File: config.mk
export PLATFORM = sky130hd
export DESIGN_NAME = pipelined_subtractor
export DESIGN_NICKNAME = d
export VERILOG_FILES = /design/src/rtl/pipelined_subtractor.sv
export SDC_FILE = /design/constraint.sdc
export NUM_CORES = 1
export LEC_CHECK = 0
export CAP_MARGIN = 15
export CORE_ASPECT_RATIO = 2
export CORE_UTILIZATION = 48
export DETAILED_ROUTE_END_ITERATION = 7
export PLACE_DENSITY = 0.68
export SYNTH_ARGS = -nofsm -noshare
export SYNTH_HDL_FRONTEND = slang
export SYNTH_SLANG_ARGS = --single-unit
File: constraint.sdc
create_clock -name clk -period 7.7 [get_ports clk]
set_clock_uncertainty 0.2 [all_clocks]
set_input_delay 0.77 -clock clk [delete_from_list [all_inputs] [get_ports clk]]
set_output_delay 0.77 -clock clk [all_outputs]
set_load 0.01 [all_outputs]
File: src/rtl/pipelined_subtractor.sv
// Pipelined subtractor: diff = a - b - b_in, resolved one SLICE per stage.
// An input register captures accepted operands. Each following stage resolves
// one slice and registers that slice's borrow. The stage also forwards the
// unconsumed upper operand bits and the lower diff bits already resolved.
// The pipeline moves as a whole and freezes while the output is held.
module pipelined_subtractor #(
  parameter int  WIDTH  = 64,
  parameter int  SLICE  = 16,
  localparam int STAGES = WIDTH / SLICE
) (
  input  logic             clk,
  input  logic             rst,
  input  logic             in_valid,
  output logic             in_ready,
  input  logic [WIDTH-1:0] a,
  input  logic [WIDTH-1:0] b,
  input  logic             b_in,
  output logic             out_valid,
  input  logic             out_ready,
  output logic [WIDTH-1:0] diff,
  output logic             b_out,
  output logic             ovf,
  output logic             zero
);

  logic             stall;
  logic             advance;
  logic             in_valid_reg;
  logic             in_borrow_reg;
  logic [WIDTH-1:0] in_a_reg;
  logic [WIDTH-1:0] in_b_reg;

  assign stall    = out_valid & ~out_ready;
  assign advance  = ~stall;
  assign in_ready = advance;

  // Operand capture. A bubble loads zeros, so idle cycles never leave stale
  // data or flags on the outputs.
  always_ff @(posedge clk) begin
    if (rst) begin
      in_valid_reg  <= 1'b0;
      in_a_reg      <= '0;
      in_b_reg      <= '0;
      in_borrow_reg <= 1'b0;
    end else if (advance) begin
      in_valid_reg  <= in_valid;
      in_a_reg      <= in_valid ? a : '0;
      in_b_reg      <= in_valid ? b : '0;
      in_borrow_reg <= in_valid & b_in;
    end
  end

  genvar gi;
  generate
    for (gi = 0; gi < STAGES; gi++) begin : stage
      // Operand bits still to be consumed, starting with this stage's slice.
      localparam int REM_W = WIDTH - gi * SLICE;
      // Diff bits known once this stage has registered its result.
      localparam int LO_W  = (gi + 1) * SLICE;

      logic [REM_W-1:0] a_rem;
      logic [REM_W-1:0] b_rem;
      logic             borrow_src;
      logic             valid_src;
      logic [SLICE:0]   slice_sub;
      logic [LO_W-1:0]  diff_next;
      logic             valid_reg;
      logic             borrow_reg;
      logic [LO_W-1:0]  diff_reg;

      if (gi == 0) begin : src
        assign a_rem      = in_a_reg;
        assign b_rem      = in_b_reg;
        assign borrow_src = in_borrow_reg;
        assign valid_src  = in_valid_reg;
        assign diff_next  = slice_sub[SLICE-1:0];
      end else begin : src
        assign a_rem      = stage[gi-1].carry.a_hi_reg;
        assign b_rem      = stage[gi-1].carry.b_hi_reg;
        assign borrow_src = stage[gi-1].borrow_reg;
        assign valid_src  = stage[gi-1].valid_reg;
        assign diff_next  = {slice_sub[SLICE-1:0], stage[gi-1].diff_reg};
      end

      // The extra top bit of the widened difference is this slice's borrow-out.
      assign slice_sub = {1'b0, a_rem[SLICE-1:0]}
                       - {1'b0, b_rem[SLICE-1:0]}
                       - {{SLICE{1'b0}}, borrow_src};

      // Register the partial result, borrow and valid. All of them hold during a stall.
      always_ff @(posedge clk) begin
        if (rst) begin
          valid_reg  <= 1'b0;
          borrow_reg <= 1'b0;
          diff_reg   <= '0;
        end else if (advance) begin
          valid_reg  <= valid_src;
          borrow_reg <= slice_sub[SLICE];
          diff_reg   <= diff_next;
        end
      end

      if (gi < STAGES - 1) begin : carry
        localparam int HI_W = WIDTH - LO_W;
        logic [HI_W-1:0] a_hi_reg;
        logic [HI_W-1:0] b_hi_reg;

        // Forward the upper operand bits that later stages still need.
        always_ff @(posedge clk) begin
          if (rst) begin
            a_hi_reg <= '0;
            b_hi_reg <= '0;
          end else if (advance) begin
            a_hi_reg <= a_rem[REM_W-1:SLICE];
            b_hi_reg <= b_rem[REM_W-1:SLICE];
          end
        end
      end

      if (gi == STAGES - 1) begin : flags
        logic ovf_next;
        logic zero_next;
        logic ovf_reg;
        logic zero_reg;

        // The last slice holds the operand MSBs, so the overflow check can read them here.
        assign ovf_next  = valid_src
                         & (a_rem[SLICE-1] != b_rem[SLICE-1])
                         & (slice_sub[SLICE-1] != a_rem[SLICE-1]);
        assign zero_next = valid_src & (diff_next == '0);

        // Register the result flags together with the final diff.
        always_ff @(posedge clk) begin
          if (rst) begin
            ovf_reg  <= 1'b0;
            zero_reg <= 1'b0;
          end else if (advance) begin
            ovf_reg  <= ovf_next;
            zero_reg <= zero_next;
          end
        end
      end
    end
  endgenerate

  assign out_valid = stage[STAGES-1].valid_reg;
  assign diff      = stage[STAGES-1].diff_reg;
  assign b_out     = stage[STAGES-1].borrow_reg;
  assign ovf       = stage[STAGES-1].flags.ovf_reg;
  assign zero      = stage[STAGES-1].flags.zero_reg;

endmodule

==> results of run 1 <==
## logic make-up after synthesis
group,after synthesis,synth area share (%)
muxes,1,0.0473
xor gates and xnor gates,54,2.24
buffers and inverters,368,6.57
AOI/OAI and AO/OA,599,15.2
DFF,492,46.6
and+or+nand+nor,1109,21.6
adders and majority gates,128,7.85
## synthesized netlist by cell type, types with 13 or more instances
| library cell | number | area [um2] |
|---|---|---|
| nor2_1 | 67 | 251 |
| nor4_1 | 13 | 81.3 |
| inv_1 | 186 | 698 |
| a211oi_1 | 24 | 180 |
| dfxtp_1 | 492 | 9850 |
| nand3_1 | 145 | 726 |
| o21ai_0 | 22 | 110 |
| nand2_1 | 813 | 3050 |
| ha_1 | 120 | 1500 |
| clkbuf_1 | 169 | 634 |
| xnor2_1 | 34 | 298 |
| a21oi_1 | 506 | 2530 |
| xor2_1 | 20 | 175 |
| nor3_1 | 17 | 85.1 |
## report_power, final
group	switching (mW)	internal (mW)
clock network	0.970	1.23
logic	0.425	0.376
registers	0.104	2.70
## worst paths after layout
| path | startpoint | end | slack (ns) | depth (start not counted) |
|---|---|---|---|---|
| worst max-delay path | out_ready | in_ready | 3.59 | 5 |
| worst min-delay path | diff[10] | diff[10] | 0.25 | 2 |
| worst max register to register | stage[1].borrow_reg | stage[2].diff_reg[45] | 4.19 | 11 |
| worst min register to register | diff[10] | diff[10] | 0.25 | 2 |
## per-stage QoR
| step | std cells | hold WS [ns] | utilization (%) | instance area (um2) | power (mW) |
|---|---|---|---|---|---|
| 3_5_place_dp | 3330 | 0.244 | 53.7 | 23300 | 3.66 |
| 4_1_cts | 3409 | 0.253 | 57.0 | 24700 | 5.86 |
| 5_1_grt | 3412 | 0.261 | 57.1 | 24800 | 6.08 |
| 3_3_place_gp | 3330 | 0.239 | 53.7 | 23300 | 3.64 |
| 6_report | 3412 | 0.251 | 57.1 | 24800 | 5.81 |
| 2_1_floorplan | 2751 | 0.232 | - | 21200 | 3.35 |
## layout make-up
class / count / share of cell area (%)
Clock inverter: 21 / 0.848
Sequential cell: 492 / 39.7
Tap cell: 550 / 2.78
Inverter: 187 / 2.86
Timing Repair Buffer: 211 / 8.72
Antenna cell: 2 / 0.0202
Clock buffer: 58 / 4.98
Multi-Input combinational cell: 1891 / 40.0
## routing by layer
metal  global-route usage, %  wire (um)
met3                    2.41       1950
met2                    38.4      24300
met4                    9.33       1690
met5                       0          0
met1                    28.9      22100
## critical path: stages
cell and delay [ns]:
clkdlybuf4s50_1 0.51, nor2b_4 0.04, buf_4 0.33, inv_8 0.67
clkdlybuf4s50_1 0.68
## cells in the final DEF (no fill, tap or decap), types with 6 or more instances in the layout
cell type        count
a211oi_1            24
a21o_1               8
a21oi_1            506
and2_1               8
and3_1               9
buf_4                6
clkbuf_1             6
clkbuf_16           44
clkbuf_8             8
clkdlybuf4s50_1    199
clkinv_2            11
dfxtp_1            492
fa_1                 8
ha_1               120
inv_1              186
nand2_1            813
nand3_1            145
nor2_1              67
nor3_1              17
nor4_1              13
o21ai_0             22
xnor2_1             34
xor2_1              20
==> qor.txt, run 1 <==
clock latency on the worst-skew pair: 0.55 ns
clk slew on worst S/H paths: 0.07 ns
DRT iter0 DRCs: 1,010
H-Tree Level Count: 2
Die Ht: 299 um
synthesized flop and latch total: 492
Post-synth EDFFs: 0
Mapped Area: 0.0212 mm2
total CTS buffers: 43
area of the die: 0.0450 mm2
post-placement worst setup slack: 3.52 ns
WL/cell: 14.7 um
clk sinks: 492
Max Fclk: 243 MHz
PortBufs: 201
Slew Limit Headroom: 30.4%
main flop type after synthesis: dfxtp_1
routed via count: 17.8k
Final min period: 4.11 ns
required time of the critical path: 6.73 ns
Final Hold Fails: 0
row cnt: 108
Worst VDD drop: 0.152 mV
Power Density: 234 mW/mm2
Crit Path Category: input port to output pin
Async SR Flop Fraction: 0%
FF+latch area: 0.00985 mm2
drt first pass iters: 5
chip width: 150 um
Synth Warn #: 0
Root Buffer: clkbuf_16
Filler Cells Inserted: 4,101
P&R area growth vs syn: 17.1%
fin nets: 3,087
setup ws final: 3.59 ns
count of final setup violators: 0
DP Wirelength: 33,400 um
largest net degree at the start of global routing: 223
final wirelength: 50,000 um
clock buffer depth: 3
sequential area share after synthesis: 46.6%
Resize count post-CTS: 0
GRT Util Overall: 22.6%
Vias/cell: 5.23
# DRC: 0
post-CTS setup buffers: 0
worst min-delay path category: flip-flop to flip-flop
worst slew pin tran: 1.04 ns
startpoint type of the worst setup path: input port
initial antenna violation count: 2
vias in the first global route: 17.1k
Post-Syn Area per Cell: 7.69 um2
Starting Density: 48.8%
Post-Syn Instances: 2,751
gr ovfl total: 0
RSZ-0062 raised after global routing: no
Max-Cap Viols: 0
TNS Setup: 0 ns
multi-input logic area: 0.00992 mm2
io pins: 202
outcome: complete, no violations
Worst setup EP type: output pin
Worst Path Arrival: 3.14 ns
Cell variety after synth: 53
CTS tree: yes
Lkg Pwr: 9.50 nW
Core Area: 0.0434 mm2
share of layout cells above drive strength 1: 3.29%
crit share post-route: 53.4%
Routed Antenna Nets: 0
first-pass GRT wire length: 84,000 um
Hold Buf Count CTS: 0
GP Congestion: 0.877
Worst Path Max Fanout: 148
Final Max Slew Viols: 0
Mapped Nets: 3,012
No activity file was read; power rests on OpenSTA's default activity.
==> run 2, diff against run 1 <==
==> constraint.sdc (replaced) <==
create_clock -name clk -period 3.8 [get_ports clk]
set_clock_uncertainty 0.2 [all_clocks]
set_input_delay 0.38 -clock clk [delete_from_list [all_inputs] [get_ports clk]]
set_output_delay 0.38 -clock clk [all_outputs]
set_load 0.01 [all_outputs]
==> qor.txt, run 2 (synthesis results as in run 1) <==
delay-heaviest family, CP: simple AND/OR/NAND/NOR gates (was buffers and inverters)
Die Ht: 299 um (unchanged)
Worst VDD drop: 0.272 mV (was 0.152 mV)
Worst setup EP type: flip-flop (was output pin)
GP Congestion: 0.892 (was 0.877)
clk sinks: 492 (unchanged)
# diodes: 0 (was 2)
Reg2Reg Setup Slack: 0.28 ns (was 4.19 ns)
gr ovfl total: 0 (unchanged)
Final Max Slew Viols: 0 (unchanged)
row cnt: 108 (unchanged)
Switching Fraction: 25.2% (was 25.8%)
Max Fclk: 284 MHz
Crit Reg-Reg Endpoint: zero (was stage[2].diff_reg[45])
DP Cell Count: 3,339 (was 3,330)
first-pass GRT wire length: 83,900 um (was 84,000 um)
Flop pwr share: 48.3% (was 48.2%)
Clock Power Share: 37.7% (was 38.0%)
largest net degree at the start of global routing: 230 (was 223)
Power Density: 473 mW/mm2 (was 234 mW/mm2)
R2R Path Start: stage[2].borrow_reg (was stage[1].borrow_reg)
Crit Path Category: flip-flop to flip-flop (was input port to output pin)
switching pwr: 2.96 mW (was 1.50 mW)
Resize count post-CTS: 0 (unchanged)
clock buffer depth: 3 (unchanged)
Post-Layout Cell Count: 3,411 (was 3,412)
final wirelength: 50,600 um (was 50,000 um)
Hold Buf Count CTS: 0 (unchanged)
crit path cell chain: inv_1 -> fa_1 -> fa_1 -> nand2b_1 -> a31o_4 -> a211oi_1 -> o221ai_1 -> nor4_1 -> nand4b_1 -> or4_1 -> a21oi_1 (was clkdlybuf4s50_1 -> nor2b_4 -> buf_4 -> inv_8 -> clkdlybuf4s50_1)
Max-Cap Viols: 0 (unchanged)
required time of the critical path: 4.07 ns (was 6.73 ns)
outcome: complete, no violations (unchanged)
P&R area growth vs syn: 17.4% (was 17.1%)
area of the die: 0.0450 mm2 (unchanged)
Comb power frac: 14.0% (was 13.8%)
most frequent cells in the layout: nand2_1, a21oi_1, dfxtp_1 (unchanged)
share of layout cells above drive strength 1: 3.22% (was 3.29%)
PortBufs: 201 (unchanged)
crit-path max cell delay: 0.47 ns (was 0.68 ns)
Critical path buffers and inverters: 1 (was 4)
R2R cell count: 11 (unchanged)
Root Buffer: clkbuf_16 (unchanged)
DRT iter0 DRCs: 949 (was 1,010)
fin nets: 3,095 (was 3,087)
Critical-path top delay cell: fa_1 (was clkdlybuf4s50_1)
total CTS buffers: 43 (unchanged)
DP Wirelength: 34,800 um (was 33,400 um)
Internal Power: 8.79 mW (was 4.31 mW)
Hold Path Sink: stage[1].diff_reg[23] (was diff[10])
Worst Path Arrival: 3.78 ns (was 3.14 ns)
crit share post-route: 92.6%
Starting Density: 48.8% (unchanged)
TNS Setup: 0 ns (unchanged)
min-delay src: rst (was diff[10])
startpoint type of the worst setup path: flip-flop (was input port)
Worst Path Max Fanout: 5 (was 148)
Final Hold Fails: 0 (unchanged)
chip width: 150 um (unchanged)
RSZ-0062 raised after global routing: no (unchanged)
Routed Antenna Nets: 0 (unchanged)
Vias/cell: 5.23 (about the same)
Final min period: 3.52 ns
io pins: 202 (unchanged)
CP most frequent cell: fa_1 (was clkdlybuf4s50_1)
initial antenna violation count: 0 (was 2)
# DRC: 0 (unchanged)
vias in the first global route: 17.1k (about the same)
WL/cell: 14.8 um (was 14.7 um)
post-CTS setup buffers: 0 (unchanged)
GRT Util Overall: 22.7% (was 22.6%)
Lkg Pwr: 9.52 nW (was 9.50 nW)
H-Tree Level Count: 2 (unchanged)
hold path cells: 2 (unchanged)
clk slew on worst S/H paths: 0.07 ns (about the same)
count of final setup violators: 0 (unchanged)
Slew Limit Headroom: 31.1% (was 30.4%)
worst slew pin tran: 1.03 ns (was 1.04 ns)
routed via count: 17.9k (was 17.8k)
Core Area: 0.0434 mm2 (unchanged)
worst min-delay path category: input port to flip-flop (was flip-flop to flip-flop)
CTS tree: yes (unchanged)
Min Hold Slack: 0.115 ns (was 0.251 ns)
drt first pass iters: 5 (unchanged)
clock latency on the worst-skew pair: 0.56 ns (was 0.55 ns)
commonest non-fill, non-tap cell in the layout: nand2_1 (unchanged)
run 2: final cells by class:
type	count	area, um2
clock inverters	12	171
multi-input cells	1891	9920
clock buffers	60	1240
flip-flops and latches	492	9850
fillers	4083	18500
repair buffers	219	2250
inverters	187	709
well taps	550	688
run 2: per-layer routing:
metal,up-vias,wire length (um),GRT usage (%)
li1,9177,-,-
met1,8221,22200,28.7
met2,376,24900,39.6
met3,81,1870,2.26
met4,0,1640,8.13
met5,-,0,0
run 2: worst max path at each step:
| stage | end | cells after the start | start |
|---|---|---|---|
| final | zero | 11 | stage[2].borrow_reg |
| after CTS | zero | 11 | stage[2].borrow_reg |
| after global routing | stage[2].diff_reg[47] | 11 | stage[1].borrow_reg |
| after global placement | zero | 11 | stage[2].borrow_reg |
| after detailed placement | zero | 11 | stage[2].borrow_reg |
| after floorplan | zero | 11 | stage[2].borrow_reg |
run 2: power by group through the flow:
| stage | sequential, mW | clock (mW) | combinational (mW) |
|---|---|---|---|
| 4_1_cts | 5.67 | 4.54 | 1.65 |
| 3_3_place_gp | 5.78 | 0 | 1.61 |
| 6_report | 5.67 | 4.43 | 1.64 |
| 2_1_floorplan | 5.74 | 0 | 1.04 |
| 5_1_grt | 5.71 | 4.75 | 1.83 |
| 3_5_place_dp | 5.79 | 0 | 1.64 |
run 2: per-stage QoR:
stage	power [mW]	util [%]	setup WS, ns	area (um2)
6_report	11.7	57.3	0.283	24800
5_1_grt	12.3	57.3	0.0530	24800
4_1_cts	11.9	57.3	0.305	24800
3_5_place_dp	7.43	54.0	0.323	23400
3_3_place_gp	7.39	54.0	0.372	23400
2_1_floorplan	6.78	-	0.634	21200
